<file path="config.mk">
export PLATFORM = sky130hd
export DESIGN_NAME = tetron_placer
export DESIGN_NICKNAME = d
export VERILOG_FILES = /design/src/rtl/tetron_placer.sv
export SDC_FILE = /design/constraint.sdc
export NUM_CORES = 1
export LEC_CHECK = 0
export BUFFER_PORTS_ARGS = -buffer_cell sky130_fd_sc_hd__buf_2
export CAP_MARGIN = 20
export CORE_ASPECT_RATIO = 0.75
export CORE_MARGIN = 1
export CORE_UTILIZATION = 35
export CTS_CLUSTER_SIZE = 28
export DETAILED_ROUTE_END_ITERATION = 8
export SYNTH_ARGS = -nofsm -noshare
export SYNTH_HDL_FRONTEND = slang
export SYNTH_SLANG_ARGS = --single-unit
</file>
<file path="constraint.sdc">
create_clock -name clk -period 5.2 [get_ports clk]
set_clock_uncertainty 0.1 [all_clocks]
set_input_delay 1.04 -clock clk [delete_from_list [all_inputs] [get_ports clk]]
set_output_delay 1.04 -clock clk [all_outputs]
set_load 0.005 [all_outputs]
</file>
<file path="src/rtl/tetron_placer.sv">
// Tetron placer: checks the four blocks of a piece against a 20x10 board
// through a one-cycle-latency read port, optionally locking the piece in by
// writing all four cells. One block is read and evaluated per two cycles; the
// first colliding or out-of-bounds block ends the operation.
//
// Handshake: start is sampled only in IDLE; the accepting edge latches op,
// anchor and offsets. busy stays high until the cycle after the single-cycle
// done pulse, and collision/oob hold their result until the next accepted
// start. All outputs are registered.
module tetron_placer (
  input  logic       clk,
  input  logic       rst_n,
  input  logic       start,
  input  logic       op,
  input  logic [4:0] anchor_v,
  input  logic [4:0] anchor_h,
  input  logic [4:0] blk1_voffset,
  input  logic [4:0] blk1_hoffset,
  input  logic [4:0] blk2_voffset,
  input  logic [4:0] blk2_hoffset,
  input  logic [4:0] blk3_voffset,
  input  logic [4:0] blk3_hoffset,
  input  logic [4:0] blk4_voffset,
  input  logic [4:0] blk4_hoffset,
  output logic [7:0] board_rd_addr,
  input  logic       board_rd_data,
  output logic       board_wr_en,
  output logic [7:0] board_wr_addr,
  output logic       board_wr_data,
  output logic       busy,
  output logic       done,
  output logic       collision,
  output logic       oob,
  output logic [3:0] state_dbg
);

  typedef enum logic [3:0] {
    S_IDLE   = 4'd0,
    S_READ0  = 4'd1,
    S_READ1  = 4'd2,
    S_READ2  = 4'd3,
    S_READ3  = 4'd4,
    S_EVAL0  = 4'd5,
    S_EVAL1  = 4'd6,
    S_EVAL2  = 4'd7,
    S_EVAL3  = 4'd8,
    S_WRITE0 = 4'd9,
    S_WRITE1 = 4'd10,
    S_WRITE2 = 4'd11,
    S_WRITE3 = 4'd12,
    S_DONE   = 4'd13
  } state_t;

  // Returns {out_of_bounds, cell_address}; the address is forced to 0 when
  // the block falls off the board so it can drive the read port directly.
  function automatic logic [8:0] blk_pos(input logic [4:0] av, input logic [4:0] ah,
                                         input logic [4:0] vo, input logic [4:0] ho);
    logic [5:0] row;
    logic [5:0] col;
    logic [7:0] addr;
    row  = {1'b0, av} + {1'b0, vo};
    col  = {1'b0, ah} + {1'b0, ho};
    addr = ({2'b00, row} * 8'd10) + {2'b00, col};
    if ((row >= 6'd20) || (col >= 6'd10)) begin
      return {1'b1, 8'd0};
    end
    return {1'b0, addr};
  endfunction

  state_t          state_q, state_d;
  logic            op_q, op_d;
  logic [4:0]      anchor_v_q, anchor_v_d;
  logic [4:0]      anchor_h_q, anchor_h_d;
  logic [3:0][4:0] voff_q, voff_d;
  logic [3:0][4:0] hoff_q, hoff_d;
  logic [7:0]      rd_addr_q, rd_addr_d;
  logic            wr_en_q, wr_en_d;
  logic [7:0]      wr_addr_q, wr_addr_d;
  logic            busy_q, busy_d;
  logic            done_q, done_d;
  logic            collision_q, collision_d;
  logic            oob_q, oob_d;

  logic [3:0]      blk_oob;
  logic [3:0][7:0] blk_addr;
  logic [8:0]      in_pos0;
  logic [1:0]      idx;
  logic [1:0]      idx_nxt;

  // Positions of the four latched blocks plus block 0 straight from the
  // inputs, needed on the accepting edge before anything is latched.
  always_comb begin
    logic [8:0] p;
    blk_oob  = '0;
    blk_addr = '0;
    for (int i = 0; i < 4; i++) begin
      p           = blk_pos(anchor_v_q, anchor_h_q, voff_q[i], hoff_q[i]);
      blk_oob[i]  = p[8];
      blk_addr[i] = p[7:0];
    end
    in_pos0 = blk_pos(anchor_v, anchor_h, blk1_voffset, blk1_hoffset);
  end

  // Block index implied by the current READ/EVAL/WRITE state.
  always_comb begin
    idx = 2'd0;
    case (state_q)
      S_READ1, S_EVAL1, S_WRITE1: idx = 2'd1;
      S_READ2, S_EVAL2, S_WRITE2: idx = 2'd2;
      S_READ3, S_EVAL3, S_WRITE3: idx = 2'd3;
      default:                    idx = 2'd0;
    endcase
    idx_nxt = idx + 2'd1;
  end

  // Next-state and next-output computation for the placer sequence.
  always_comb begin
    state_d     = state_q;
    op_d        = op_q;
    anchor_v_d  = anchor_v_q;
    anchor_h_d  = anchor_h_q;
    voff_d      = voff_q;
    hoff_d      = hoff_q;
    collision_d = collision_q;
    oob_d       = oob_q;
    rd_addr_d   = 8'd0;
    wr_en_d     = 1'b0;
    wr_addr_d   = 8'd0;

    case (state_q)
      S_IDLE: begin
        if (start) begin
          op_d        = op;
          anchor_v_d  = anchor_v;
          anchor_h_d  = anchor_h;
          voff_d      = {blk4_voffset, blk3_voffset, blk2_voffset, blk1_voffset};
          hoff_d      = {blk4_hoffset, blk3_hoffset, blk2_hoffset, blk1_hoffset};
          collision_d = 1'b0;
          oob_d       = 1'b0;
          rd_addr_d   = in_pos0[7:0];
          state_d     = S_READ0;
        end
      end

      S_READ0, S_READ1, S_READ2, S_READ3: begin
        // Read data for this block arrives during the following EVAL cycle.
        state_d = state_t'(state_q + 4'd4);
      end

      S_EVAL0, S_EVAL1, S_EVAL2, S_EVAL3: begin
        if (blk_oob[idx] || board_rd_data) begin
          collision_d = 1'b1;
          oob_d       = blk_oob[idx];
          state_d     = S_DONE;
        end else if (idx != 2'd3) begin
          rd_addr_d = blk_addr[idx_nxt];
          state_d   = state_t'(state_q - 4'd3);
        end else if (op_q) begin
          wr_en_d   = 1'b1;
          wr_addr_d = blk_addr[0];
          state_d   = S_WRITE0;
        end else begin
          state_d = S_DONE;
        end
      end

      S_WRITE0, S_WRITE1, S_WRITE2, S_WRITE3: begin
        if (idx != 2'd3) begin
          wr_en_d   = 1'b1;
          wr_addr_d = blk_addr[idx_nxt];
          state_d   = state_t'(state_q + 4'd1);
        end else begin
          state_d = S_DONE;
        end
      end

      S_DONE: begin
        state_d = S_IDLE;
      end

      default: begin
        state_d = S_IDLE;
      end
    endcase

    busy_d = (state_d != S_IDLE);
    done_d = (state_d == S_DONE);
  end

  // State, latched operands and registered outputs; reset aborts everything.
  always_ff @(posedge clk) begin
    if (!rst_n) begin
      state_q     <= S_IDLE;
      op_q        <= 1'b0;
      anchor_v_q  <= '0;
      anchor_h_q  <= '0;
      voff_q      <= '0;
      hoff_q      <= '0;
      rd_addr_q   <= '0;
      wr_en_q     <= 1'b0;
      wr_addr_q   <= '0;
      busy_q      <= 1'b0;
      done_q      <= 1'b0;
      collision_q <= 1'b0;
      oob_q       <= 1'b0;
    end else begin
      state_q     <= state_d;
      op_q        <= op_d;
      anchor_v_q  <= anchor_v_d;
      anchor_h_q  <= anchor_h_d;
      voff_q      <= voff_d;
      hoff_q      <= hoff_d;
      rd_addr_q   <= rd_addr_d;
      wr_en_q     <= wr_en_d;
      wr_addr_q   <= wr_addr_d;
      busy_q      <= busy_d;
      done_q      <= done_d;
      collision_q <= collision_d;
      oob_q       <= oob_d;
    end
  end

  assign board_rd_addr = rd_addr_q;
  assign board_wr_en   = wr_en_q;
  assign board_wr_addr = wr_addr_q;
  assign board_wr_data = 1'b1;
  assign busy          = busy_q;
  assign done          = done_q;
  assign collision     = collision_q;
  assign oob           = oob_q;
  assign state_dbg     = state_q;

endmodule

</file>
* Word-level counts from Yosys, hierarchy flattened
Memories as Yosys holds them, arrays and structs flattened. A register that Yosys moved wholly into a read port is not among the register bits. Cells that the tools add are included.
Word-level totals: output and inout port bits 26, memories kept 1, memory bits (read-only) 32, bits in registers 76, word-level logic and storage cells 130
Memories:
- (name not given) | words 16, bits a word 2, read ports 1, clocked after memory_dff 1, wr ports 0, line 107 | case (state_q)
Cells by class: reduce and logical (&&, ||, !) cells 14, $lt $le $gt $ge 12, muxes and demuxes 44, multipliers 5, $add $sub $neg 19, eq/ne operators 16
Operator list (number):
- 2-to-1 mux 8 bit | 9
- 2-to-1 mux 9 bit | 8
- adder 5 x 5 -> 6 bit | 10
- adder 8 x 6 -> 8 bit | 5
- multiplier 6 x 3 -> 7 bit, second input constant | 5
- case mux 8 bit (2 select lines) | 2
- greater-or-equal comparator 6 x 4 -> 1 bit, second input constant | 5
- greater-or-equal comparator 6 x 5 -> 1 bit, second input constant | 5
- == test 4 bit, second input constant | 6
- 2-to-1 mux 4 bit | 5
- binary-select mux 8 bit (select 2 bit) | 1
- == test 4 x 3 -> 1 bit, second input constant | 4
- case mux 4 bit (4 select lines) | 1
- 2-to-1 mux 1 bit | 13
- OR reduction 4 bit | 3
- == test 4 x 2 -> 1 bit, second input constant | 2
- logical OR 1 bit | 6
- less-than comparator 2 x 3 -> 1 bit, second input constant | 2
- inequality test 2 bit, second input constant | 3
- case mux 1 bit (2 select lines) | 3
- adder 4 x 1 -> 4 bit, second input constant | 1
- adder 4 x 3 -> 4 bit, second input constant | 1
- == test 4 x 1 -> 1 bit, second input constant | 1
- zero test 4 bit | 1
- 8 further kinds | 8

* Longest topological paths before layout
Gate-level depths: netlist of run 1.
word-level depth 11, depth in mapped cells 18, depth with buffers taken out 18

* Worst setup path after synthesis of run 1
OpenSTA, ideal clock, no wires.
path kind input port to flip-flop, start point input port anchor_v[0], end point register rd_addr_q[7], in the netlist board_rd_addr[7], data required time 5013 ps, path slack 1093 ps, cell stages on the path 18, arrival time 3920 ps, path through ha_1 -> inv_1 -> fa_1 -> inv_1 -> a21o_1 -> a21oi_1 -> xor2_1 -> inv_1 -> ha_1 -> inv_1 -> fa_1 -> inv_1 -> ha_1 -> nor2b_1 -> o21ai_0 -> xnor2_1 -> nand2_1 -> o31ai_1
Between the ends: cells in the longest elaborated chain, start to end 7
RTL lines:
- start, declared | line 15 | input logic [4:0] anchor_v,
- adder 5 x 5 -> 6 bit * | line 61 | row = {1'b0, av} + {1'b0, vo};
- parallel branches: the longest is 3 deep, another holds adder 8 x 6 -> 8 bit
- 2-to-1 mux 8 bit * | line 67 | return {1'b0, addr};
- 2-to-1 mux 8 bit * | line 132 | if (start) begin
- case mux 8 bit (2 select lines) * | line 130 | case (state_q)
- end signal, assigned | line 213 | rd_addr_q <= rd_addr_d;
- end, declared | line 76 | logic [7:0] rd_addr_q, rd_addr_d;
Every way passes the cells marked *. A chain may end at the register's enable or synchronous reset.

* Worst setup path in the final report of run 1
start point register anchor_v_q[0], end point register rd_addr_q[6], in the netlist board_rd_addr[6]
Between the ends: cells in the longest elaborated chain, start to end 10
RTL lines:
- start, declared | line 72 | logic [4:0] anchor_v_q, anchor_v_d;
- start signal, assigned | line 209 | anchor_v_q <= anchor_v_d;
- parallel branches: the longest is 8 deep, another holds adder 8 x 6 -> 8 bit
- 2-to-1 mux 8 bit * | line 151 | if (blk_oob[idx] || board_rd_data) begin
- case mux 8 bit (2 select lines) * | line 130
Every way passes the cells marked *. The select of a mux whose other input is x is not followed.

==> reports/metrics.cfg, run 1 <==
[min_path]
hp-class=register to register
min_path_cells=2

[route]
wl_per_cell_microns=16.5
vias=6409
first_pass_iters=5
wl_mm=19.9
ant_nets=0
drc=0
dr.first_iter.drc_count=489
avgViaCountPerCell=5.29

[yosys]
synth_area_leaders=dfxtp_1 22%, ha_1 21%, a21oi_1 7.3%
synthTopCellsByCount=122 x ha_1, 122 x nand2_1, 106 x a21oi_1
async_flop_share_pct=0
syn-num-nets=1076
synth_cell_types=60
synth.avg_cell_area_sq_um=8.22
yosys.area.top_type=dfxtp_1
ys_warn_count=0
ys_seq_area_share_pct=21.6
synth_edf_count=0
synth_cells=879
synth_seq_cells=78
syn_area_sq_um=7230
yosysTopAreaCellShare_pct=21.6
synthFlopType=dfxtp_1

[clocking]
cts_root_buffer=clkbuf_16
postCtsResizedCells=0
h-tree-depth=3
post_cts_buffers=0
cts_buffers=9
cts_tree=built
cts.path.max_buffers=2
clkSinkCount=78
clkTransAtPathRegs_ns=0.07
holdBufCountCts=0
clock_latency_ns=0.36

[grt]
busiest_layer=met1
antenna_found_initial=0
grtUsageTotal_pct=19.5
gr-usage-met1_pct=29.0
use_met3_pct=3.37
grt_pass1_wl_mm=31.9
use_met2_pct=29.0
grt_pass1_vias=6017
grt_max_degree=58
grt-ovfl-total=0

[placed_design]
dp.cells=1195
dp_hpwl_mm=16.0
io_buffers=79
place.gp.congestion=0.866
preCtsSetupSlack_ns=0.665

[floorplanning]
die_h_microns=126
coreArea_sq_um=20200
io_pins=81
die_w_microns=168
rows=45
die_area_sq_um=21200
initial_utilization_pct=35.8

[sta]
worstMarginPinSlew_ns=0.969
setup_viol=0
rsz0062_at_grt=false
layout_setup_ws_ns=0.812
finalCritPeriodShare_pct=84.4
period_minus_slack_ns=4.39
hold_violations=0
finalMaxSlewViolations=0
max_freq_mhz=228
finalSetupTns_ns=0
slew_headroom_pct=35.4

[cells_and_area]
final_cells=1211
drive_gt1_share_pct=11.8
seq_area_sq_um=1560
nNetsFinal=1145
multi_input_area_sq_um=5350
diodes=0
area_delta_synth_final_pct=13.3
fillers=2005

[setup_path]
crit_buf_inv=1
crit_top_cell=ha_1
cp_top_family=adder cells
critPathKind=register to register
crit_required_ns=5.36
path_depth=14
end_kind=register
r2r_cells=14
slowest_stage=fa_1
path_max_fanout=5
slowest_delay_ns=0.49
cp-start-kind=register
crit_chain=ha_1, inv_1, fa_1, nand2b_1, a21oi_1, xor2_1, ha_1, fa_1, ha_1, a21oi_1, xor2_1, or3_1, a211o_1, o41ai_2
crit_arrival_ns=4.55

[pwr]
p_leak_nw=4.01
max-vdd-ir-drop_v=0.000165
power-per-cell-area_nw_per_um2=515
power_mw=4.22

[outcome]
status=finished clean

[flow_run]
drv_cap=0

report_power, final:
| group | total (mW) | switching [mW] | internal [mW] | leakage, nW |
|---|---|---|---|---|
| sequential | 0.833 | 0.125 | 0.707 | 0.637 |
| clock | 0.651 | 0.311 | 0.341 | 0.148 |
| combinational | 2.74 | 1.62 | 1.12 | 3.23 |
| total | 4.22 | 2.05 | 2.16 | 4.01 |
cell type report:
class / count / area share, %
clock inverters: 7 / 0.902
clock buffers: 9 / 2.75
inverters: 60 / 2.75
well taps: 258 / 3.94
multi-input cells: 715 / 65.3
flip-flops and latches: 78 / 19.1
repair buffers: 84 / 5.29
metal layers:
layer	part of all wire (%)	wire length [microns]
met4	0.96	192
met1	53	10600
met5	0	0
met2	41	8130
met3	5.2	1050
logic make-up after synthesis:
kind of cell	count (synthesis)	synth area share, %
compound gates	254	23.0
xor+xnor	77	9.33
fa+ha+maj	142	26.7
buf+inv	86	4.52
flops	78	21.6
other cells	1	0.0519
simple gates	241	14.8
metrics by stage:
step	hold WS (ns)	util, %	area, sq um
after floorplan	0.340	-	7230
after global placement	0.348	39.0	7890
after detailed placement	0.354	39.0	7890
after CTS	0.364	40.5	8190
after global routing	0.379	40.5	8190
final	0.361	40.5	8190
flip-flops by register name, summed over array words and instances, names as in the netlist:
signal	count
oob	1
anchor_h_q	5
board_wr_en	1
op_q	1
idx	2
board_rd_addr	8
done	1
voff_q	20
collision	1
state_dbg	4
busy	1
hoff_q	20
anchor_v_q	5
board_wr_addr	8
tightest hold or removal path, stage by stage, from the launching register on:
cell	delay (ns)
dfxtp_1	0.32
nand2_1	0.05
a21oi_1	0.05
layout by cell type, fill, tap and decap left out, drive strengths merged, types with 9 or more instances in the layout:
cell	Yosys	final
nand2	122	122
ha	122	122
a21oi	106	106
buf	7	84
dfxtp	78	78
inv	60	65
xnor2	56	56
nor2	48	48
a21o	35	35
o21ai	30	30
xor2	21	21
fa	20	20
nand2b	15	15
a22o	13	13
nand3	12	12
nor3	10	10
clkbuf	19	9
path summary, 6_finish.rpt:
| path | slack [ns] | from | end |
|---|---|---|---|
| setup / recovery | 0.81 | anchor_v_q[0] | board_rd_addr[6] |
| hold / removal | 0.36 | hoff_q[18] | hoff_q[18] |
| setup reg to reg | 0.81 | anchor_v_q[0] | board_rd_addr[6] |
| hold reg to reg | 0.36 | hoff_q[18] | hoff_q[18] |
Power figures use the tool's default switching activity.
==> run 2: changes to the inputs <==
ABC_AREA = 1   (was unset)
clock period = 4 ns   (was 5.2 ns; I/O delays follow)
==> run 2 against run 1 <==
Maximum frequency is 15% higher. Global-route usage up 0.31 points. Wire length rose by 4.7%. Sequential share of layout area decreased by 1.3 points. Worst setup slack got worse by 0.63 ns. Register-to-register slack got worse by 0.63 ns. Sequential power grew 42%. Via count up 10%. Area after synthesis up 4.5%. Power increased by 86%. First-iteration DRC count is 1.2% lower. Worst hold slack improved by 0.0021 ns. Critical endpoint is now board_wr_addr[6]. Largest power group unchanged. Highest routed layer unchanged.
==> reports/metrics.cfg, run 2 <==
[floorplanning]
coreArea_sq_um=21100  ; was 20200 sq um
io_pins=81  ; unchanged
die_area_sq_um=22200  ; was 21200 sq um
initial_utilization_pct=35.8  ; about the same
die_h_microns=129  ; was 126 microns
rows=46  ; was 45
die_w_microns=172  ; was 168 microns

[cells_and_area]
final_cell_mix=210 x nand2_1, 133 x inv_1, 125 x nor2_1  ; was 122 x nand2_1, 122 x ha_1, 106 x a21oi_1
drive_gt1_share_pct=16.1  ; was 11.8%
nNetsFinal=1351  ; was 1145
multi_input_area_sq_um=5510  ; was 5350 sq um
area_delta_synth_final_pct=16.6  ; was 13.3%
seq_area_sq_um=1570  ; was 1560 sq um
fillers=2217  ; was 2005
post-route-util_pct=41.7  ; was 40.5%
layout_commonest_cell=nand2_1
diodes=0  ; unchanged
postLayoutCellArea_sq_um=8800  ; was 8190 sq um
reg_top3=hoff_q: 20 flops, voff_q: 20 flops  ; unchanged
final_cells=1447  ; was 1211

[placed_design]
dp_hpwl_mm=17.0  ; was 16.0 mm
dp.cells=1431  ; was 1195
place.gp.congestion=0.880  ; was 0.866
io_buffers=79  ; unchanged
dpl_cell_area_sq_um=8350  ; was 7890 sq um
preCtsSetupSlack_ns=-0.00351  ; was 0.665 ns

[pwr]
max-vdd-ir-drop_v=0.000308  ; was 0.000165 V
p_int_mw=3.71  ; was 2.16 mW
switchingPower_mw=4.12  ; was 2.05 mW
power_frac_comb_pct=73.8  ; was 64.8%
power-per-cell-area_nw_per_um2=889  ; was 515 nW/um^2
swShare_pct=52.6  ; was 48.7%
pwr-share-seq_pct=15.0  ; was 19.7%
p_leak_nw=4.70  ; was 4.01 nW
clockPowerShare_pct=11.2  ; was 15.4%
power_mw=7.83  ; was 4.22 mW

[setup_path]
crit_required_ns=4.17  ; was 5.36 ns
crit_arrival_ns=3.99  ; was 4.55 ns
crit_chain=ha_4, inv_1, fa_2, inv_1, ha_1, ha_2, fa_1, ha_4, a21oi_1, nand3_2, xor2_2, nor3_2, o21ai_1, nor2_2, nand2_1, a21oi_1  ; was ha_1, inv_1, fa_1, nand2b_1, a21oi_1, xor2_1, ha_1, fa_1, ha_1, a21oi_1, xor2_1, or3_1, a211o_1, o41ai_2
slowest_stage=fa_1  ; unchanged
cp_top_family=adder cells  ; unchanged
end_kind=register  ; unchanged
critPathKind=register to register  ; unchanged
slowest_delay_ns=0.59  ; was 0.49 ns
path_max_fanout=4  ; was 5
cp-start-kind=register  ; unchanged
crit_buf_inv=2  ; was 1

[yosys]
synth.avg_cell_area_sq_um=7.08  ; was 8.22 sq um
synth_edf_count=0  ; unchanged
synth_cells=1067  ; was 879
synthFlopType=dfxtp_1  ; unchanged
ys_seq_area_share_pct=20.7  ; was 21.6%
syn_area_sq_um=7550  ; was 7230 sq um
synth_cell_types=45  ; was 60
yosys.area.top_type=dfxtp_1  ; unchanged
synth_area_leaders=dfxtp_1 21%, ha_1 20%, nand2_1 10%  ; was dfxtp_1 22%, ha_1 21%, a21oi_1 7.3%
async_flop_share_pct=0  ; unchanged
yosysMostFrequentCell=nand2_1
synthTopCellsByCount=211 x nand2_1, 134 x inv_1, 127 x nor2_1  ; was 122 x ha_1, 122 x nand2_1, 106 x a21oi_1
yosysTopAreaCellShare_pct=20.7  ; was 21.6%
syn-num-nets=1264  ; was 1076
ys_warn_count=0  ; unchanged
synth_seq_cells=78  ; unchanged

[route]
wl_mm=20.9  ; was 19.9 mm
vias=7049  ; was 6409
avgViaCountPerCell=4.87  ; was 5.29
first_pass_iters=5  ; unchanged
ant_nets=0  ; unchanged
dr.first_iter.drc_count=483  ; was 489
wl_per_cell_microns=14.4  ; was 16.5 microns
drc=0  ; unchanged

[flow_run]
drv_cap=0  ; unchanged

[grt]
antenna_found_initial=0  ; unchanged
grt_pass1_wl_mm=33.9  ; was 31.9 mm
grtUsageTotal_pct=19.8  ; was 19.5%
grt_pass1_vias=6477  ; was 6017
grt_max_degree=50  ; was 58
grt-ovfl-total=0  ; unchanged

[sta]
finalMaxSlewViolations=0  ; unchanged
worstMarginPinSlew_ns=0.758  ; was 0.969 ns
hold_slack_ns=0.363  ; was 0.361 ns
setup_viol=0  ; unchanged
finalSetupTns_ns=0  ; unchanged
finalCritPeriodShare_pct=95.4  ; was 84.4%
slew_headroom_pct=49.5  ; was 35.4%
hold_violations=0  ; unchanged
layout_setup_ws_ns=0.182  ; was 0.812 ns
max_freq_mhz=262  ; was 228 MHz
period_minus_slack_ns=3.82  ; was 4.39 ns

[clocking]
cts.path.max_buffers=2  ; unchanged
h-tree-depth=3  ; unchanged
clock_latency_ns=0.36  ; about the same
cts_tree=built  ; unchanged
cts_buffers=9  ; unchanged
cts_root_buffer=clkbuf_16  ; unchanged
clkSinkCount=78  ; unchanged
clkTransAtPathRegs_ns=0.06  ; was 0.07 ns

[outcome]
status=finished clean  ; unchanged

[min_path]
hp-class=register to register  ; unchanged

## run 2: cell types whose count changed after synthesis, sizes merged, moves of 31 or more
cell   change
o21ai     +43
a21o      -31
nand3     +64
nand2     +98
inv       +78
nor2      +82
xnor2     -43
## run 2: layer usage
layer	track usage [%]	vias up	part of all wire, %
met4	5.36	0	1.4
met3	2.81	23	6.2
met2	28.1	173	40
met1	30.6	3159	52
li1	-	3694	-
met5	0	-	0
## run 2: path summary, 6_finish.rpt
kind,slack (ns),cells after the start,from,endpoint
max,0.18,16,voff_q[0],board_wr_addr[6]
max reg2reg,0.18,16,voff_q[0],board_wr_addr[6]
min reg2reg,0.36,2,collision,collision
min,0.36,2,collision,collision
## run 2: cells by family (layout without fill, tap and decap cells)
| family | count (synthesis) | count (layout) | synth area share (%) |
|---|---|---|---|
| xor gates and xnor gates | 37 | 37 | 4.49 |
| DFF | 78 | 78 | 20.7 |
| and+or+nand+nor | 481 | 481 | 28.7 |
| other | 1 | 1 | 0.0497 |
| AOI/OAI and AO/OA | 168 | 168 | 12.4 |
| adders and majority gates | 142 | 142 | 25.5 |
| buffers and inverters | 160 | 252 | 8.20 |
## run 2: what timing repair did
action,4_1_cts,5_1_grt
pin swaps,0,13
gates resized for setup,2,33
hold buffers,0,0
endpoints found under the hold margin,0,0
setup endpoints to repair,2,5
gates cloned,0,0
setup buffers,0,0
## run 2: worst min-delay path: stages (launching register included)
cell     delay, ns
dfxtp_1       0.31
nand2_1       0.06
a21oi_1       0.05
## run 2: power groups by stage
stage	logic [mW]	registers [mW]	clock network, mW
after floorplan	4.20	1.10	0
after global placement	5.45	1.18	0
after detailed placement	5.47	1.18	0
after CTS	5.52	1.17	0.897
after global routing	6.55	1.20	0.923
final	5.78	1.18	0.877
## run 2: final cells by class
class / instances / share of cell area, %
multi-input cells: 829 / 62.6
repair buffers: 97 / 6.03
clock inverters: 7 / 0.910
flip-flops and latches: 78 / 17.8
well taps: 288 / 4.09
clock buffers: 9 / 2.56
inverters: 139 / 5.98
==> run 3: changes to the inputs <==
CORE_UTILIZATION = 30   (was 35)
==> run 3 against run 2 <==
Critical path depth rose by 3. Maximum frequency rose by 0.34%. Register-to-register slack barely moved. Wire length rose by 1.5%. Design area rose by 1.7%. Count of clock-buffer cells in the layout rose by 3. Die area rose by 16%. Critical endpoint is now board_rd_addr[7]. Worst hold slack got worse by 0.0069 ns. Final cell count rose by 3.8%.
==> reports/metrics.cfg, run 3 (synthesis gave the netlist of run 2 again) <==
[outcome]
status=finished clean  ; unchanged

[cells_and_area]
nNetsFinal=1363  ; was 1351
post-route-util_pct=36.8  ; was 41.7%
reg_top3=hoff_q: 20 flops, voff_q: 20 flops  ; unchanged
diodes=0  ; unchanged
final_cell_mix=210 x nand2_1, 133 x inv_1, 125 x nor2_1  ; unchanged
layout_commonest_cell=nand2_1  ; unchanged
drive_gt1_share_pct=16.1  ; about the same
area_delta_synth_final_pct=18.6  ; was 16.6%

[pwr]
max-vdd-ir-drop_v=0.000336  ; was 0.000308 V
power_mw=8.00  ; was 7.83 mW
swShare_pct=51.4  ; was 52.6%
p_leak_nw=4.77  ; was 4.70 nW
p_int_mw=3.89  ; was 3.71 mW
power-per-cell-area_nw_per_um2=894  ; was 889 nW/um^2
power_frac_comb_pct=74.3  ; was 73.8%
clockPowerShare_pct=11.1  ; was 11.2%
switchingPower_mw=4.11  ; was 4.12 mW
pwr-share-seq_pct=14.5  ; was 15.0%

[setup_path]
timing.rr.end=board_rd_addr[7]  ; was board_wr_addr[6]
crit_top_cell=nand2_1
slowest_stage=fa_1  ; unchanged
crit_arrival_ns=3.97  ; was 3.99 ns
end_kind=register  ; unchanged
r2r_cells=19  ; was 16
path_max_fanout=4  ; unchanged
cp-start-kind=register  ; unchanged
reg2reg_slack_ns=0.20  ; was 0.18 ns
slowest_delay_ns=0.52  ; was 0.59 ns
r2r_start=anchor_v_q[0]  ; was voff_q[0]
critPathKind=register to register  ; unchanged
cp-startpoint=anchor_v_q[0]  ; was voff_q[0]
crit_required_ns=4.17  ; about the same
crit_chain=buf_4, ha_1, inv_1, fa_1, inv_1, ha_1, ha_2, fa_1, ha_4, nand2_1, a21oi_2, inv_1, nand2_1, nand2_1, nor2_2, nand2_1, nand3_2, nand4_1, a21oi_1  ; was ha_4, inv_1, fa_2, inv_1, ha_1, ha_2, fa_1, ha_4, a21oi_1, nand3_2, xor2_2, nor3_2, o21ai_1, nor2_2, nand2_1, a21oi_1

[grt]
antenna_found_initial=0  ; unchanged
grtUsageTotal_pct=16.8  ; was 19.8%
grt_pass1_vias=6597  ; was 6477
grt_max_degree=54  ; was 50
grt_pass1_wl_mm=34.0  ; was 33.9 mm
grt-ovfl-total=0  ; unchanged

[clocking]
clock_latency_ns=0.35  ; was 0.36 ns
cts.path.max_buffers=2  ; unchanged
cts_tree=built  ; unchanged
cts_root_buffer=clkbuf_16  ; unchanged
holdBufCountCts=0  ; unchanged
clkTransAtPathRegs_ns=0.06  ; about the same
cts_buffers=9  ; unchanged
clkSinkCount=78  ; unchanged
h-tree-depth=3  ; unchanged

[sta]
layout_setup_ws_ns=0.196  ; was 0.182 ns
setup_viol=0  ; unchanged
finalSetupTns_ns=0  ; unchanged
finalMaxSlewViolations=0  ; unchanged
slew_headroom_pct=62.7  ; was 49.5%
finalCritPeriodShare_pct=95.1  ; was 95.4%
period_minus_slack_ns=3.80  ; was 3.82 ns
max_freq_mhz=263  ; was 262 MHz
hold_violations=0  ; unchanged
worstMarginPinSlew_ns=0.559  ; was 0.758 ns

[floorplanning]
die_w_microns=185  ; was 172 microns
die_h_microns=139  ; was 129 microns
io_pins=81  ; unchanged
initial_utilization_pct=31.0  ; was 35.8%
die_area_sq_um=25800  ; was 22200 sq um
rows=49  ; was 46
coreArea_sq_um=24300  ; was 21100 sq um

[route]
wl_per_cell_microns=14.1  ; was 14.4 microns
wl_mm=21.2  ; was 20.9 mm
vias=7106  ; was 7049
first_pass_iters=5  ; unchanged
drc=0  ; unchanged
dr.first_iter.drc_count=499  ; was 483
ant_nets=0  ; unchanged
avgViaCountPerCell=4.73  ; was 4.87

[placed_design]
dp_hpwl_mm=17.4  ; was 17.0 mm
preCtsSetupSlack_ns=-0.0109  ; was -0.00351 ns
place.gp.congestion=0.884  ; was 0.880
io_buffers=79  ; unchanged

[min_path]
hold_start=collision  ; unchanged
min_path_cells=2  ; unchanged
min_to=collision  ; unchanged
hp-class=register to register  ; unchanged

[flow_run]
drv_cap=0  ; unchanged

-- run 3: cell count changes in the layout (fill, tap and decap cells not counted), sizes merged --
cell	before	now
buf	97	109
bufinv	1	2
clkbuf	9	12
clkinvlp	2	0
inv	140	138
-- run 3: metal layers --
metal	global-route usage, %	vias to the layer above	share of wire (%)
met5	0	-	0
met4	3.35	0	1.0
met3	2.72	16	5.0
met2	24.4	180	41
met1	25.7	3207	53
li1	-	3703	-
-- run 3: metrics by stage --
stage / hold WS [ns] / instance area, sq um / cells
2_1_floorplan: 0.343 / 7550 / 1067
3_3_place_gp: 0.351 / 8500 / 1485
3_5_place_dp: 0.352 / 8500 / 1485
4_1_cts: 0.362 / 8810 / 1501
5_1_grt: 0.386 / 8960 / 1502
6_report: 0.356 / 8960 / 1502
-- run 3: worst max path at each step --
| stage | slack, ns | cells after the start | to |
|---|---|---|---|
| after floorplan | 0.21 | 19 | board_rd_addr[6] |
| after global placement | -0.01 | 20 | board_rd_addr[6] |
| after detailed placement | -0.01 | 20 | board_rd_addr[6] |
| after CTS | 0.004 | 20 | board_rd_addr[6] |
| after global routing | -0.04 | 21 | board_rd_addr[7] |
| final | 0.20 | 19 | board_rd_addr[7] |
-- run 3: final cells by class --
cell class | instances | area (sq um)
clock inverter | 4 | 70.1
tap | 331 | 414
fill | 2569 | 15400
multi-input combinational | 829 | 5500
sequential | 78 | 1570
clock buffer | 12 | 246
inverter | 139 | 523
timing repair buffer | 109 | 633
-- run 3: worst max-delay path, delay by kind of cell, from the launching register on --
| family | cells | cell delay [ns] |
|---|---|---|
| adder cells (fa/ha/maj) | 6 | 1.96 |
| AO/OA/AOI/OAI | 2 | 0.33 |
| buffers and inverters | 4 | 0.28 |
| AND/OR/NAND/NOR | 7 | 0.67 |
| flip-flops | 1 | 0.37 |
-- run 3: power groups by stage --
| stage | Combinational (mW) | Sequential, mW | Clock (mW) |
|---|---|---|---|
| after global routing | 6.76 | 1.19 | 0.937 |
| after floorplan | 4.20 | 1.10 | 0 |
| after CTS | 5.68 | 1.16 | 0.907 |
| final | 5.95 | 1.16 | 0.890 |
| after detailed placement | 5.64 | 1.18 | 0 |
| after global placement | 5.59 | 1.18 | 0 |
-- run 3: repair_timing --
item / CTS / global route
resized for setup: 1 / 29
gates cloned: 0 / 0
pin swaps: 3 / 10
setup buffers: 0 / 1
setup endpoints to repair: 2 / 5
endpoints found under the hold margin: 0 / 0
